--- src/rtl/bp_common_pkg.sv ---
// Shared backend types: write-buffer drain controller states and data-mem port owner encoding.
package bp_common_pkg;

  typedef enum logic [1:0] {
    StIdle  = 2'd0,
    StForce = 2'd1,
    StFence = 2'd2
  } bp_be_dcache_wbuf_ctrl_state_e;

  typedef enum logic [1:0] {
    DmemNone = 2'd0,
    DmemLoad = 2'd1,
    DmemLce  = 2'd2,
    DmemWbuf = 2'd3
  } bp_be_dcache_dmem_sel_e;

endpackage

--- src/rtl/bp_be_dcache_wbuf_starve_ctr.sv ---
// Saturating up-counter with synchronous clear and an at-limit flag.
module bp_be_dcache_wbuf_starve_ctr #(
  parameter int unsigned        width_p = 4,
  parameter logic [width_p-1:0] limit_p = '1
) (
  input  logic               clk_i,
  input  logic               reset_n_i,
  input  logic               clr_i,
  input  logic               inc_i,
  output logic [width_p-1:0] count_o,
  output logic               at_limit_o
);

  logic [width_p-1:0] count_q, count_d;

  always_comb begin
    count_d = count_q;
    if (clr_i) begin
      count_d = '0;
    end else if (inc_i && (count_q != limit_p)) begin
      count_d = count_q + 1'b1;
    end
  end

  always_ff @(posedge clk_i or negedge reset_n_i) begin
    if (!reset_n_i) begin
      count_q <= '0;
    end else begin
      count_q <= count_d;
    end
  end

  assign count_o    = count_q;
  assign at_limit_o = (count_q == limit_p);

endmodule

--- src/rtl/bp_be_dcache_wbuf_ctrl.sv ---
// D$ write-buffer drain scheduler and data-mem port arbiter.
// Optional performance counters: define BP_BE_DCACHE_WBUF_CTRL_PERF_EN.
module bp_be_dcache_wbuf_ctrl
  import bp_common_pkg::*;
#(
  parameter int unsigned starve_limit_p = 8,
  parameter int unsigned ctr_width_p    = 32
) (
  input  logic                   clk_i,
  input  logic                   reset_n_i,
  input  logic                   wbuf_v_i,
  input  logic                   wbuf_empty_i,
  output logic                   wbuf_yumi_o,
  input  logic                   lce_snoop_match_i,
  input  logic                   lce_data_mem_v_i,
  output logic                   lce_data_mem_yumi_o,
  input  logic                   load_v_i,
  output logic                   load_grant_o,
  output logic                   stall_o,
  input  logic                   fence_v_i,
  output logic                   fence_done_o,
  output logic [1:0]             data_mem_sel_o,
  output logic [ctr_width_p-1:0] drain_ctr_o,
  output logic [ctr_width_p-1:0] force_ctr_o
);

  localparam int unsigned StarveW = $clog2(starve_limit_p + 1);

  bp_be_dcache_wbuf_ctrl_state_e state_q, state_d;
  bp_be_dcache_dmem_sel_e        sel;

  logic               lce_ok;
  logic               snoop_esc;
  logic               yumi;
  logic               load_grant;
  logic               lce_grant;
  logic               fence_done;
  logic               stall;
  logic               starve_at_limit;
  logic [StarveW-1:0] starve_cnt;

  assign lce_ok    = lce_data_mem_v_i & ~lce_snoop_match_i;
  assign snoop_esc = lce_snoop_match_i & lce_data_mem_v_i;

  always_comb begin
    sel = DmemNone;
    if (state_q == StIdle) begin
      if (lce_ok)        sel = DmemLce;
      else if (load_v_i) sel = DmemLoad;
      else if (wbuf_v_i) sel = DmemWbuf;
    end else begin
      if (wbuf_v_i)      sel = DmemWbuf;
      else if (lce_ok)   sel = DmemLce;
      else if (load_v_i) sel = DmemLoad;
    end
  end

  assign yumi       = (sel == DmemWbuf);
  assign load_grant = (sel == DmemLoad);
  assign lce_grant  = (sel == DmemLce);
  assign fence_done = (state_q == StFence) & wbuf_empty_i & ~wbuf_v_i;
  assign stall      = (state_q == StFence) | (load_v_i & ~load_grant) | fence_v_i;

  always_comb begin
    state_d = state_q;
    unique case (state_q)
      StIdle: begin
        if (fence_v_i)                         state_d = StFence;
        else if (starve_at_limit || snoop_esc) state_d = StForce;
      end
      StForce: begin
        if (fence_v_i)                                 state_d = StFence;
        else if (wbuf_empty_i || (yumi && !snoop_esc)) state_d = StIdle;
      end
      StFence: begin
        if (fence_done) state_d = StIdle;
      end
      default: state_d = StIdle;
    endcase
  end

  always_ff @(posedge clk_i or negedge reset_n_i) begin
    if (!reset_n_i) begin
      state_q <= StIdle;
    end else begin
      state_q <= state_d;
    end
  end

  bp_be_dcache_wbuf_starve_ctr #(
    .width_p (StarveW),
    .limit_p (StarveW'(starve_limit_p))
  ) u_starve_ctr (
    .clk_i      (clk_i),
    .reset_n_i  (reset_n_i),
    .clr_i      (yumi | ~wbuf_v_i),
    .inc_i      (wbuf_v_i & ~yumi),
    .count_o    (starve_cnt),
    .at_limit_o (starve_at_limit)
  );

  // Outputs are held low while reset is asserted, even though grants are combinational.
  assign wbuf_yumi_o         = reset_n_i & yumi;
  assign load_grant_o        = reset_n_i & load_grant;
  assign lce_data_mem_yumi_o = reset_n_i & lce_grant;
  assign fence_done_o        = reset_n_i & fence_done;
  assign stall_o             = reset_n_i & stall;
  assign data_mem_sel_o      = reset_n_i ? sel : DmemNone;

`ifdef BP_BE_DCACHE_WBUF_CTRL_PERF_EN
  logic drain_at_limit, force_at_limit;

  bp_be_dcache_wbuf_starve_ctr #(
    .width_p (ctr_width_p),
    .limit_p ({ctr_width_p{1'b1}})
  ) u_drain_ctr (
    .clk_i      (clk_i),
    .reset_n_i  (reset_n_i),
    .clr_i      (1'b0),
    .inc_i      (yumi),
    .count_o    (drain_ctr_o),
    .at_limit_o (drain_at_limit)
  );

  bp_be_dcache_wbuf_starve_ctr #(
    .width_p (ctr_width_p),
    .limit_p ({ctr_width_p{1'b1}})
  ) u_force_ctr (
    .clk_i      (clk_i),
    .reset_n_i  (reset_n_i),
    .clr_i      (1'b0),
    .inc_i      (state_q != StIdle),
    .count_o    (force_ctr_o),
    .at_limit_o (force_at_limit)
  );
`else
  assign drain_ctr_o = '0;
  assign force_ctr_o = '0;
`endif

endmodule

--- config.mk ---
export PLATFORM = sky130hd
export DESIGN_NAME = bp_be_dcache_wbuf_ctrl
export DESIGN_NICKNAME = d
export VERILOG_FILES = /design/src/rtl/bp_common_pkg.sv /design/src/rtl/bp_be_dcache_wbuf_starve_ctr.sv /design/src/rtl/bp_be_dcache_wbuf_ctrl.sv
export SDC_FILE = /design/constraint.sdc
export NUM_CORES = 1
export LEC_CHECK = 0
export ABC_AREA = 0
export ABC_CLOCK_PERIOD_IN_PS = 2050
export BUFFER_PORTS_ARGS = -buffer_cell sky130_fd_sc_hd__buf_2
export CAP_MARGIN = 30
export CORE_ASPECT_RATIO = 1.5
export CORE_UTILIZATION = 38
export DETAILED_ROUTE_END_ITERATION = 8
export GPL_TIMING_DRIVEN = 0
export PLACE_DENSITY = 0.84
export SYNTH_ARGS = -nofsm -noshare
export SYNTH_HDL_FRONTEND = slang
export SYNTH_SLANG_ARGS = --single-unit
--- constraint.sdc ---
create_clock -name clk_i -period 2.05 [get_ports clk_i]
set_clock_uncertainty 0.2 [all_clocks]
set_input_delay 0.5125 -clock clk_i [delete_from_list [all_inputs] [get_ports clk_i]]
set_output_delay 0.5125 -clock clk_i [all_outputs]
set_load 0.02 [all_outputs]
==> impl_metrics.toml <==
[status]
status = "finished, final reports clean"

[floorplan]
fp.coreArea_sq_mm = 0.00229
ios = 79
row_count = 21
die_w_um = 42.4
die-area_sq_mm = 0.00266
start_util_pct = 40.7
fp.dieH_um = 62.6

[critical_path]
start_kind = "input port"
arrival_ns = 1.28
crit_type = "in2out"
r2r_end = "state_q[0]"
crit_fanout = 4
end_kind = "output pin"
r2r_start = "u_starve_ctr.count_o[0]"
reg2reg_slack_ns = 0.46
r2r_cells = 5
critPathRequiredTime_ns = 1.34

[sta]
fmax_ghz = 0.501
min_period_ns = 1.99
hold_ws_ns = 0.362
hold_viol_final = 0
setup_viol = 0
period_share_pct = 97.3
finalMaxSlewViolations = 0
rsz0062_at_grt = "yes"
fin_tns_setup_ns = 0

[routing]
ant_nets = 0
vias_per_cell = 3.51
drt_iter0_drc = 3
via_count = 772
drt-total-wl_um = 1580
wire_per_inst_um = 7.19
route.detailed.drc = 0
drtPass1Iterations = 2

[pwr]
powerDensity_mw_per_mm2 = 395
power.total_mw = 0.521
p_leak_nw = 0.827
ir_drop_mv = 0.212

[finish]
final_cell_mix = "buf_4, conb_1, buf_2"
drive_gt1_share_pct = 45.7
antenna_cells = 0
finalNetCount = 209
layout_commonest_cell = "buf_4"
fin_cells = 220
syn_to_final_growth_pct = 41.7

[flow_run]
cap_violations = 0

[worst_hold_path]
hold_class = "in2reg"
hold_path.startpoint = "fence_v_i"
whs_endpoint = "state_q[1]"
hold_depth = 2

[synth]
synth_area_per_cell_sq_um = 8.02
ys_seq_area_share_pct = 16.1
yosys_warnings = 0
synth-seq-cells = 6
netlist_area_sq_um = 931
ys_types = 24
yosys.area.top_type = "buf_4"
synth_top_area_share_pct = 51.6
synth_cells = 116
yosys-top-cells-area = "buf_4, dfrtp_1, nor2_1"

[global_routing]
grt_pass1_wl_um = 2530
grt-ovfl-total = 0
gr-usage-all-layers_pct = 12.2
grt_pass1_vias = 682
antenna_found_initial = 0
grt_max_degree = 9

[cts]
cts.clk_slew.worst_paths_ns = 0.04
cts_tree = "built"
cts_sinks = 6
insertion_delay_ns = 0.24
htree_levels = 1
cts_root_buf = "clkbuf_4"
cts_setup_buffers = 0
clockBufferDepth = 2
cts_buffers = 3

[place]
hpwl_um = 1410
portBuffers = 14
post-place-cells = 216
gp_congestion = 0.740
[final cells by class]
| type | count | area [sq um] |
|---|---|---|
| inverters | 2 | 7.51 |
| well taps | 23 | 28.8 |
| clock buffers | 3 | 22.5 |
| repair buffers | 15 | 82.6 |
| multi-input cells | 107 | 544 |
| flip-flops and latches | 6 | 153 |
| fillers | 227 | 967 |
| plain buffers | 64 | 480 |
[synth_stat cells]
master / n
a2111o_1: 1
a21boi_0: 3
nor2_1: 8
buf_4: 64
conb_1: 1
mux2_2: 1
nand2b_1: 2
and3_1: 2
nand3b_4: 1
o31a_1: 1
a21oi_1: 2
nand2_1: 4
o211ai_1: 1
mux2i_1: 2
nand3_1: 1
o21ai_0: 5
xnor2_1: 1
dfrtp_1: 6
xor2_1: 1
ha_1: 2
inv_1: 2
nor4b_1: 1
o21a_1: 1
nor2b_1: 3
[power breakdown]
| part | total, mW | leakage [nW] | switching [mW] | internal (mW) |
|---|---|---|---|---|
| Combinational | 0.281 | 0.736 | 0.165 | 0.116 |
| Clock | 0.108 | 0.0138 | 0.0421 | 0.0662 |
| Sequential | 0.132 | 0.0777 | 0.00813 | 0.124 |
[cell families after synthesis]
family	after synthesis	synth area share, %
other	1	0.403
adders and majority gates	2	2.69
muxes	3	3.36
buffers and inverters	66	52.4
xor gates and xnor gates	2	1.88
AOI/OAI and AO/OA	14	9.95
and+or+nand+nor	22	13.2
DFF	6	16.1
[metrics by stage]
stage | util, % | cell area (sq um) | setup WS (ns)
2_1_floorplan | - | 1170 | 0.103
3_3_place_gp | 55.4 | 1270 | -0.0227
3_5_place_dp | 55.4 | 1270 | -0.0362
4_1_cts | 56.8 | 1300 | 0.0265
5_1_grt | 57.7 | 1320 | -0.0102
6_report | 57.7 | 1320 | 0.0556
[layer usage]
metal  track usage [%]  share of wire (%)  vias up
li1                  -                  -      410
met1              10.3                 31      312
met2              24.2                 57       48
met3              3.47                 11        2
met4              5.86               0.89        0
met5                 0                  0        -
[worst max-delay path by stage]
stage                                 start  slack, ns                 to
after CTS                        state_q[0]       0.03        wbuf_yumi_o
after global routing      lce_snoop_match_i      -0.01            stall_o
final                     lce_snoop_match_i       0.06            stall_o
after detailed placement  lce_snoop_match_i      -0.04            stall_o
after global placement    lce_snoop_match_i      -0.02            stall_o
after floorplan           lce_snoop_match_i       0.10  data_mem_sel_o[0]
[repair_timing]
action | in CTS | in global routing
hold endpoints to repair | 6 | 0
pin swaps | 0 | 1
hold buffers | 1 | 0
gates resized for setup | 2 | 8
endpoints found under the setup margin | 3 | 6
[worst max-delay path: stages]
cell      delay [ns]
buf_2           0.12
nand2b_2        0.21
a21boi_2        0.16
o31a_1          0.14
buf_4           0.14
[state kept, by name, summed over array words and instances (netlist names)]
signal                cells
u_starve_ctr.count_o      4
state_q                   2
Power figures use the tool's default switching activity.
